File: src/rtl/flash_read_sequencer.sv
`default_nettype none
// ============================================================================
// Module   : flash_read_sequencer
// Purpose  : SPI-flash READ (0x03) engine for 6809 ROM-window byte reads; CS is
//            held low after a read so the next sequential byte streams on.
// Revision : 1.0  initial release
// ============================================================================
module flash_read_sequencer #(
  parameter int          CLK_DIV     = 1,
  parameter int          ADDR_BITS   = 12,
  parameter logic [23:0] FLASH_BASE  = 24'h000000,
  parameter int          HOLD_CYCLES = 255,
  parameter int          CS_HIGH_MIN = 2
) (
  input  logic        clk,
  input  logic        reset,
  input  logic        i_enable,
  input  logic        i_req,
  input  logic [15:0] i_ADDRESS_BUS,
  output logic [7:0]  o_DATA,
  output logic        o_data_valid,
  output logic        o_busy,
  output logic        o_MemoryReady,
  output logic        o_SPI_CLK,
  output logic        o_SPI_MOSI,
  output logic        o_SPI_CS,
  input  logic        i_SPI_MISO
);

  localparam int c_DIV_W  = (CLK_DIV > 1) ? $clog2(CLK_DIV) : 1;
  localparam int c_IDLE_W = (HOLD_CYCLES > 1) ? $clog2(HOLD_CYCLES + 1) : 1;
  localparam int c_DES_W  = (CS_HIGH_MIN > 1) ? $clog2(CS_HIGH_MIN) : 1;

  localparam logic [c_DIV_W-1:0]  c_DIV_LAST    = c_DIV_W'(CLK_DIV - 1);
  localparam logic [c_IDLE_W-1:0] c_HOLD_LAST   = c_IDLE_W'(HOLD_CYCLES - 1);
  localparam logic [c_DES_W-1:0]  c_DES_LAST    = c_DES_W'(CS_HIGH_MIN - 1);
  localparam logic [15:0]         c_OFFSET_MASK = 16'((32'd1 << ADDR_BITS) - 32'd1);
  localparam logic [7:0]          c_CMD_READ    = 8'h03;

  typedef enum logic [2:0] {
    S_IDLE     = 3'd0,
    S_SETUP    = 3'd1,
    S_CMD      = 3'd2,
    S_DATA     = 3'd3,
    S_HOLD     = 3'd4,
    S_DESELECT = 3'd5
  } state_t;

  state_t              r_state;
  logic                r_cs;
  logic                r_sclk;
  logic                r_mosi;
  logic [7:0]          r_data;
  logic                r_valid;
  logic                r_busy;
  logic                r_mrdy;
  logic [30:0]         r_sh;
  logic [6:0]          r_rx;
  logic [4:0]          r_bit;
  logic [c_DIV_W-1:0]  r_div;
  logic [c_IDLE_W-1:0] r_idle;
  logic [c_DES_W-1:0]  r_dcnt;
  logic [23:0]         r_fa;
  logic [23:0]         r_next_fa;
  logic                r_pend;
  logic [23:0]         r_pend_fa;

  logic [15:0] w_offset;
  logic [23:0] w_fa;
  logic [23:0] w_start_fa;
  logic [31:0] w_start_cmd;
  logic        w_des_done;
  logic        w_start;

  assign w_offset    = i_ADDRESS_BUS & c_OFFSET_MASK;
  assign w_fa        = FLASH_BASE + {8'h00, w_offset};
  assign w_des_done  = (r_dcnt == c_DES_LAST);
  // A request arriving in the last DESELECT cycle overrides the pending slot.
  assign w_start_fa  = (r_state == S_DESELECT && !i_req) ? r_pend_fa : w_fa;
  assign w_start_cmd = {c_CMD_READ, w_start_fa};
  assign w_start     = (r_state == S_IDLE && i_req) ||
                       (r_state == S_DESELECT && w_des_done && (r_pend || i_req));

  always_ff @(posedge clk) begin
    if (reset) begin
      r_state   <= S_IDLE;
      r_cs      <= 1'b1;
      r_sclk    <= 1'b0;
      r_mosi    <= 1'b0;
      r_data    <= 8'h00;
      r_valid   <= 1'b0;
      r_busy    <= 1'b0;
      r_mrdy    <= 1'b1;
      r_sh      <= '0;
      r_rx      <= '0;
      r_bit     <= '0;
      r_div     <= '0;
      r_idle    <= '0;
      r_dcnt    <= '0;
      r_fa      <= '0;
      r_next_fa <= '0;
      r_pend    <= 1'b0;
      r_pend_fa <= '0;
    end else if (!i_enable) begin
      r_state <= S_IDLE;
      r_cs    <= 1'b1;
      r_sclk  <= 1'b0;
      r_mosi  <= 1'b0;
      r_valid <= 1'b0;
      r_busy  <= 1'b0;
      r_mrdy  <= 1'b1;
      r_pend  <= 1'b0;
    end else begin
      r_valid <= 1'b0;
      case (r_state)
        S_SETUP: begin
          r_state <= S_CMD;
          r_div   <= '0;
          r_bit   <= '0;
        end
        S_CMD, S_DATA: begin
          if (r_div != c_DIV_LAST) begin
            r_div <= r_div + 1'b1;
          end else begin
            r_div <= '0;
            if (!r_sclk) begin
              r_sclk <= 1'b1;
            end else begin
              r_sclk <= 1'b0;
              r_bit  <= r_bit + 1'b1;
              if (r_state == S_CMD) begin
                r_mosi <= r_sh[30];
                r_sh   <= {r_sh[29:0], 1'b0};
                if (r_bit == 5'd31) begin
                  r_state <= S_DATA;
                  r_mosi  <= 1'b0;
                  r_bit   <= '0;
                end
              end else begin
                r_rx <= {r_rx[5:0], i_SPI_MISO};
                if (r_bit == 5'd7) begin
                  r_state   <= S_HOLD;
                  r_data    <= {r_rx, i_SPI_MISO};
                  r_valid   <= 1'b1;
                  r_busy    <= 1'b0;
                  r_mrdy    <= 1'b1;
                  r_next_fa <= r_fa + 24'd1;
                  r_idle    <= '0;
                end
              end
            end
          end
        end
        S_HOLD: begin
          if (i_req) begin
            r_busy <= 1'b1;
            r_mrdy <= 1'b0;
            if (w_fa == r_next_fa) begin
              // Flash is still streaming: just clock out the next byte.
              r_state <= S_DATA;
              r_fa    <= w_fa;
              r_div   <= '0;
              r_bit   <= '0;
            end else begin
              r_state   <= S_DESELECT;
              r_cs      <= 1'b1;
              r_dcnt    <= '0;
              r_pend    <= 1'b1;
              r_pend_fa <= w_fa;
            end
          end else if (r_idle == c_HOLD_LAST) begin
            r_state <= S_DESELECT;
            r_cs    <= 1'b1;
            r_dcnt  <= '0;
          end else begin
            r_idle <= r_idle + 1'b1;
          end
        end
        S_DESELECT: begin
          if (i_req) begin
            r_pend    <= 1'b1;
            r_pend_fa <= w_fa;
            r_busy    <= 1'b1;
            r_mrdy    <= 1'b0;
          end
          if (w_des_done) r_state <= S_IDLE;
          else            r_dcnt  <= r_dcnt + 1'b1;
        end
        default: r_state <= S_IDLE;
      endcase

      if (w_start) begin
        r_state <= S_SETUP;
        r_cs    <= 1'b0;
        r_sclk  <= 1'b0;
        r_mosi  <= w_start_cmd[31];
        r_sh    <= w_start_cmd[30:0];
        r_fa    <= w_start_fa;
        r_pend  <= 1'b0;
        r_busy  <= 1'b1;
        r_mrdy  <= 1'b0;
      end
    end
  end

  assign o_DATA        = r_data;
  assign o_data_valid  = r_valid;
  assign o_busy        = r_busy;
  assign o_MemoryReady = r_mrdy;
  assign o_SPI_CLK     = r_sclk;
  assign o_SPI_MOSI    = r_mosi;
  assign o_SPI_CS      = r_cs;

endmodule
`default_nettype wire

File: config.mk
export PLATFORM = sky130hd
export DESIGN_NAME = flash_read_sequencer
export DESIGN_NICKNAME = d
export VERILOG_FILES = /design/src/rtl/flash_read_sequencer.sv
export SDC_FILE = /design/constraint.sdc
export NUM_CORES = 1
export LEC_CHECK = 0
export CORE_MARGIN = 2
export CORE_UTILIZATION = 40
export CTS_CLUSTER_DIAMETER = 40
export DETAILED_ROUTE_END_ITERATION = 6
export PLACE_DENSITY = 0.65
export SLEW_MARGIN = 30
export SYNTH_ARGS = -nofsm -noshare
export SYNTH_HDL_FRONTEND = slang
export SYNTH_SLANG_ARGS = --single-unit
File: constraint.sdc
create_clock -name clk -period 3.2 [get_ports clk]
set_input_delay 0.64 -clock clk [delete_from_list [all_inputs] [get_ports clk]]
set_output_delay 0.64 -clock clk [all_outputs]
set_load 0.005 [all_outputs]
### Yosys cells after proc, flatten, opt, wreduce, memory -nomap -nowiden

Index checks and enable logic that the tools add are counted.

| storage, ports and cells | value |
|---|---|
| register bits | 143 |
| latch bits | 0 |
| memory bits (writable) | 0 |
| bits in read-only memories | 0 |
| output and inout bits | 14 |
| logic and storage cells | 176 |
| memories kept | 0 |

| operators by class | value |
|---|---|
| $add $sub $neg | 5 |
| $mul | 0 |
| div/mod/pow operators | 0 |
| magnitude comparators | 0 |
| eq/ne operators | 35 |
| shift-type cells | 0 |
| muxes and demuxes | 72 |
| bitwise operators | 5 |
| reductions and logical operators | 40 |

Operator list:

| kind | number |
|---|---|
| $mux 24 | 8 |
| $mux 31 | 5 |
| $mux 8 | 6 |
| $pmux 24 s2 | 1 |
| $mux 5 | 6 |
| $ne 3x3->1 const B | 10 |
| $reduce_and 6->1 | 5 |
| $mux 1 | 29 |
| $mux 3 | 9 |
| $add 24x1->24 const B | 1 |
| $eq 12x24->1 | 1 |
| $ne 2x2->1 const B | 11 |
| $reduce_and 4->1 | 5 |
| $pmux 8 s2 | 1 |
| $reduce_bool 2->1 | 8 |
| $pmux 5 s3 | 1 |
| $reduce_and 5->1 | 3 |
| $ne 4x4->1 const B | 3 |
| $pmux 3 s4 | 1 |
| $reduce_bool 3->1 | 3 |
| $add 8x1->8 const B | 1 |
| $eq 8x8->1 const B | 1 |
| $pmux 1 s2 | 4 |
| $reduce_and 8->1 | 1 |
| 20 further kinds | 33 |

### Logic depth before layout (Yosys ltp)

| depth | value |
|---|---|
| word-level depth | 7 |
| depth in mapped cells | 9 |
| mapped depth without buffers | 8 |

### Worst setup path after synthesis

OpenSTA, ideal clock, no wires.

| path | value |
|---|---|
| path type | input -> register |
| start | input i_ADDRESS_BUS[10] |
| end | register r_pend_fa[10] |
| library setup time | 0.128 ns |
| arrival time | 2.116 ns |
| required time | 3.072 ns |
| path slack | 0.956 ns |
| stages | 7 |
| buffers on the path | 1 |
| cell sequence | xnor2_1 > nand3_1 > or4_4 > o31ai_4 > buf_8 > mux2i_1 > nor2_1 |

| between the ends | value |
|---|---|
| cells in the longest elaborated chain, start to end | 3 |
| elaborated cells on any way between the ends | 7 |
| those cells by class | eq/ne: 2; mux: 4; reduce/logical: 1 |

Ends and longest elaborated chain:

| item | line | text |
|---|---|---|
| start, declared | 19 | `input logic [15:0] i_ADDRESS_BUS,` |
| $eq 12x24->1 or $mux 24 (tied branches) | 158 | `if (w_fa == r_next_fa) begin` |
| $ne 2x2->1 (no line) or $mux 24 (tied branches) | n/a |  |
| $reduce_and 5->1 (no line) or $pmux 24 s2 (tied branches) | n/a |  |
| end signal, assigned | 169 | `r_pend_fa <= w_fa;` |
| end signal, assigned | 182 | `r_pend_fa <= w_fa;` |
| end, declared | 66 | `logic [23:0] r_pend_fa;` |

Several ways; a longest one is shown, not always the timed one. The select of a mux whose other input is x is not followed.
A chain may end at the register's enable or synchronous reset.

### Final worst setup path

| path | value |
|---|---|
| start | input i_ADDRESS_BUS[8] |
| end | register r_fa[5] |

| between the ends | value |
|---|---|
| cells in the longest elaborated chain, start to end | 3 |

Ends and longest elaborated chain:

| item | line | text |
|---|---|---|
| $eq 12x24->1 | 158 |  |
| $reduce_bool 2->1 (no line) | n/a |  |
| $reduce_and 4->1 (no line) | n/a |  |
| end signal, assigned | 161 | `r_fa <= w_fa;` |
| end signal, assigned | 198 | `r_fa <= w_start_fa;` |
| end, declared | 63 | `logic [23:0] r_fa;` |

Every way passes these cells.

==> impl_metrics.csv <==
group,metric,value,unit
outcome,status,"finished clean",
clock_tree,cts.hold.buffers_added,0,
critical_path,cp_max_fo,12,
logic_synthesis,ys_seq_area_share,45.36,%
drt,first_pass_iters,5,
logic_synthesis,syn_nets,558,
logic_synthesis,synth_area,4722,sq um
drt,antenna_left,0,
layout,multi_input_comb_area,2394,sq um
layout,drive_gt1_share,6.977,%
global_route,first_global_vias,3561,
placement,dp_cells,686,
sta,fmax,380.6,MHz
floorplanning,die_w,112.7,um
global_route,grt_pass1_wl,17390,um
logic_synthesis,syn_inst,532,
logic_synthesis,yosys.area.top_type,"dfxtp_1",
sta,slew_headroom,36.87,%
logic_synthesis,synth_edf_count,0,
sta,period_minus_slack,2.627,ns
floorplanning,die_area,12690,sq um
power_and_ir_drop,worst_ir_drop_vdd,0.3166,mV
placement,gp_congestion,0.9127,
min_path,hold_path_class,"flip-flop to flip-flop",
clock_tree,cts_tree,"done",
clock_tree,clk_pin_slew,0.07,ns
sta,holdWs,0.4538,ns
clock_tree,postCtsSetupBuffers,0,
floorplanning,die_h,112.7,um
critical_path,startpoint,"i_ADDRESS_BUS[8]",
clock_tree,cts_buffer_depth,2,
critical_path,critPathKind,"input port to flip-flop",
floorplanning,initial_utilization,41.18,%
sta,rsz0062_at_grt,"no",
critical_path,endpoint,"r_fa[5]",
drt,first_iter_violations,239,
clock_tree,cts_max_level,3,
clock_tree,clk_latency,0.35,ns
placement,place_hpwl,7115,um
critical_path,crit_path_start_kind,"input port",
clock_tree,postCtsResizedCells,0,
sta,setup_viol,0,
drt,vias,3806,
floorplanning,core,11470,sq um
critical_path,r2r_start,"r_state[0]",
sta,fin_skew,0.006180,ns
sta,hold_viol,0,
critical_path,critical_path_arrival,2.90,ns
placement,io_buffer_count,30,
logic_synthesis,synth.area.top_cells,"dfxtp_1, mux2i_1, nor2_1, a21oi_1, nand2_1",
critical_path,reg2reg_to,"r_sh[5]",
layout,final_nets,580,
layout,n_antenna_cell,0,
logic_synthesis,syn_area_per_cell,8.876,sq um
sta,finalMaxSlewViolations,0,
global_route,grt_usage,16.95,%
power_and_ir_drop,leakagePower,1.950,nW
critical_path,reg2reg_setup_slack,0.94,ns
sta,period_share,82.11,%
logic_synthesis,async_flop_share,0,%
flow_run,max_cap_viol_count,0,
floorplanning,io_pins,35,
logic_synthesis,synthFlopType,"dfxtp_1",
drt,wire_per_inst,14.66,um
layout,layoutNonFillerInstCount,702,
drt,drc,0,
layout,num-fill-cells,1098,
floorplanning,row_count,39,
drt,viasPerCell,5.422,
sta,worst_pin_slew,0.9406,ns
global_route,grt_max_degree,62,
clock_tree,cts.sinks,107,
logic_synthesis,synth_cell_types,51,
global_route,antenna_found_initial,0,
logic_synthesis,synth_warnings,0,
clock_tree,clock-root-buffer,"clkbuf_16",
drt,wirelength,10290,um
critical_path,rr_worst_depth,7,
power_and_ir_drop,p_per_area,500.3,nW/um^2
global_route,gr-total-overflow,0,
layout,area_growth,16.45,%
logic_synthesis,ys_ff_latch,107,
logic_synthesis,synth_top_area_share,45.36,%
layout,seq_area,2142,sq um
clock_tree,numCtsBuffers,9,
critical_path,crit_required,3.47,ns
critical_path,end_kind,"flip-flop",
sta,finalSetupTns,0,ns
==> logic make-up (layout without fill, tap and decap cells) <==
family,after synthesis,count (layout),share of synthesized area [%]
AOI/OAI and AO/OA,123,123,17.59
xor gates and xnor gates,26,26,4.823
adders and majority gates,5,5,1.325
buffers and inverters,42,69,4.054
DFF,107,107,45.36
muxes,33,33,6.995
and+or+nand+nor,196,196,19.85
==> worst max-delay path: stages <==
cell and delay [ns]:
clkdlybuf4s50_1 0.53, xnor2_1 0.15, nand3_1 0.13, or4_4 0.59, nor3_2 0.26, o21ai_1 0.33
o2bb2ai_1 0.26
==> cells in the final DEF (no fill, tap or decap), types with 3 or more instances in the layout <==
cell             count
dfxtp_1            107
nor2_1              81
nand2_1             42
a21oi_1             33
mux2i_1             33
clkdlybuf4s50_1     29
o21ai_1             19
a22oi_1             18
xor2_1              14
nand3b_1            13
xnor2_1             12
a211oi_1            12
o2bb2ai_1           12
buf_4               12
nand3_1             11
inv_1                9
clkbuf_16            9
and3_1               8
nand4_1              8
nor3_1               7
nand2b_1             6
o21ai_0              6
and2_1               5
ha_1                 5
nor2b_1              4
o22ai_1              3
a311oi_1             3
==> worst min-delay path by stage <==
| stage | start | end | slack (ns) | depth (start not counted) |
|---|---|---|---|---|
| after floorplan | r_rx[6] | o_DATA[7] | 0.43 | 2 |
| after global placement | r_next_fa[12] | r_next_fa[12] | 0.44 | 2 |
| after detailed placement | r_rx[6] | o_DATA[7] | 0.45 | 2 |
| after CTS | r_rx[6] | o_DATA[7] | 0.46 | 2 |
| after global routing | r_next_fa[12] | r_next_fa[12] | 0.47 | 2 |
| final | r_rx[6] | o_DATA[7] | 0.45 | 2 |
==> routing by layer <==
metal / wire length, um / track usage (%) / up-vias
met5: 0 / 0 / -
met4: 154 / 5.935 / 0
met3: 479 / 3.888 / 12
met2: 4757 / 26.07 / 72
met1: 4901 / 23.43 / 1803
li1: - / - / 1919
==> synthesized netlist by cell type, types with 2 or more instances <==
cell and instances:
buf_2 12, and2_1 5, o211ai_1 2, nor2b_1 4, and3_1 8, o21ai_1 19
nand4_1 8, a211oi_1 12, nand2_1 42, clkbuf_1 19, nor3_1 8, inv_1 9
xnor2_1 12, o2bb2ai_1 12, mux2i_1 33, xor2_1 14, a21oi_1 33, o21ai_0 6
a311oi_1 3, nor2_2 2, dfxtp_1 107, a21o_1 2, ha_1 5, nand3b_1 13
a31oi_1 2, nor2_1 81, nand3_1 11, a22oi_1 18, nand2b_1 6, o22ai_1 3
==> per-stage QoR <==
step / power [mW] / setup WS, ns / instance area, sq um / util (%)
floorplan: 1.510 / 0.9563 / 4722 / -
global placement: 1.571 / 0.2462 / 5174 / 45.12
detailed placement: 1.573 / 0.2448 / 5174 / 45.12
CTS: 2.780 / 0.5799 / 5499 / 47.95
global route: 2.856 / 0.4676 / 5499 / 47.95
finish: 2.751 / 0.5726 / 5499 / 47.95
==> flip-flops by register name (all words and copies together), names as in the netlist, 3 cells and up <==
name / cells
r_sh: 31
r_next_fa: 13
r_fa: 12
r_pend_fa: 12
o_DATA: 8
r_idle: 8
r_rx: 7
r_bit: 5
r_state: 3
==> power by group <==
part | switching, mW | total (mW) | internal [mW] | leakage (nW)
Combinational | 0.0999 | 0.170 | 0.0697 | 0.925
Sequential | 0.0217 | 1.37 | 1.35 | 0.865
Clock | 0.515 | 1.21 | 0.693 | 0.160
Total | 0.637 | 2.75 | 2.11 | 1.95
==> layout make-up <==
type / count / area share, %
Tap cell: 143 / 3.254
Timing Repair Buffer: 44 / 7.736
Clock inverter: 7 / 1.820
Sequential cell: 107 / 38.95
Inverter: 9 / 0.6143
Clock buffer: 9 / 4.096
Multi-Input combinational cell: 383 / 43.53
Note: power is estimated with default switching activity, not from simulation.
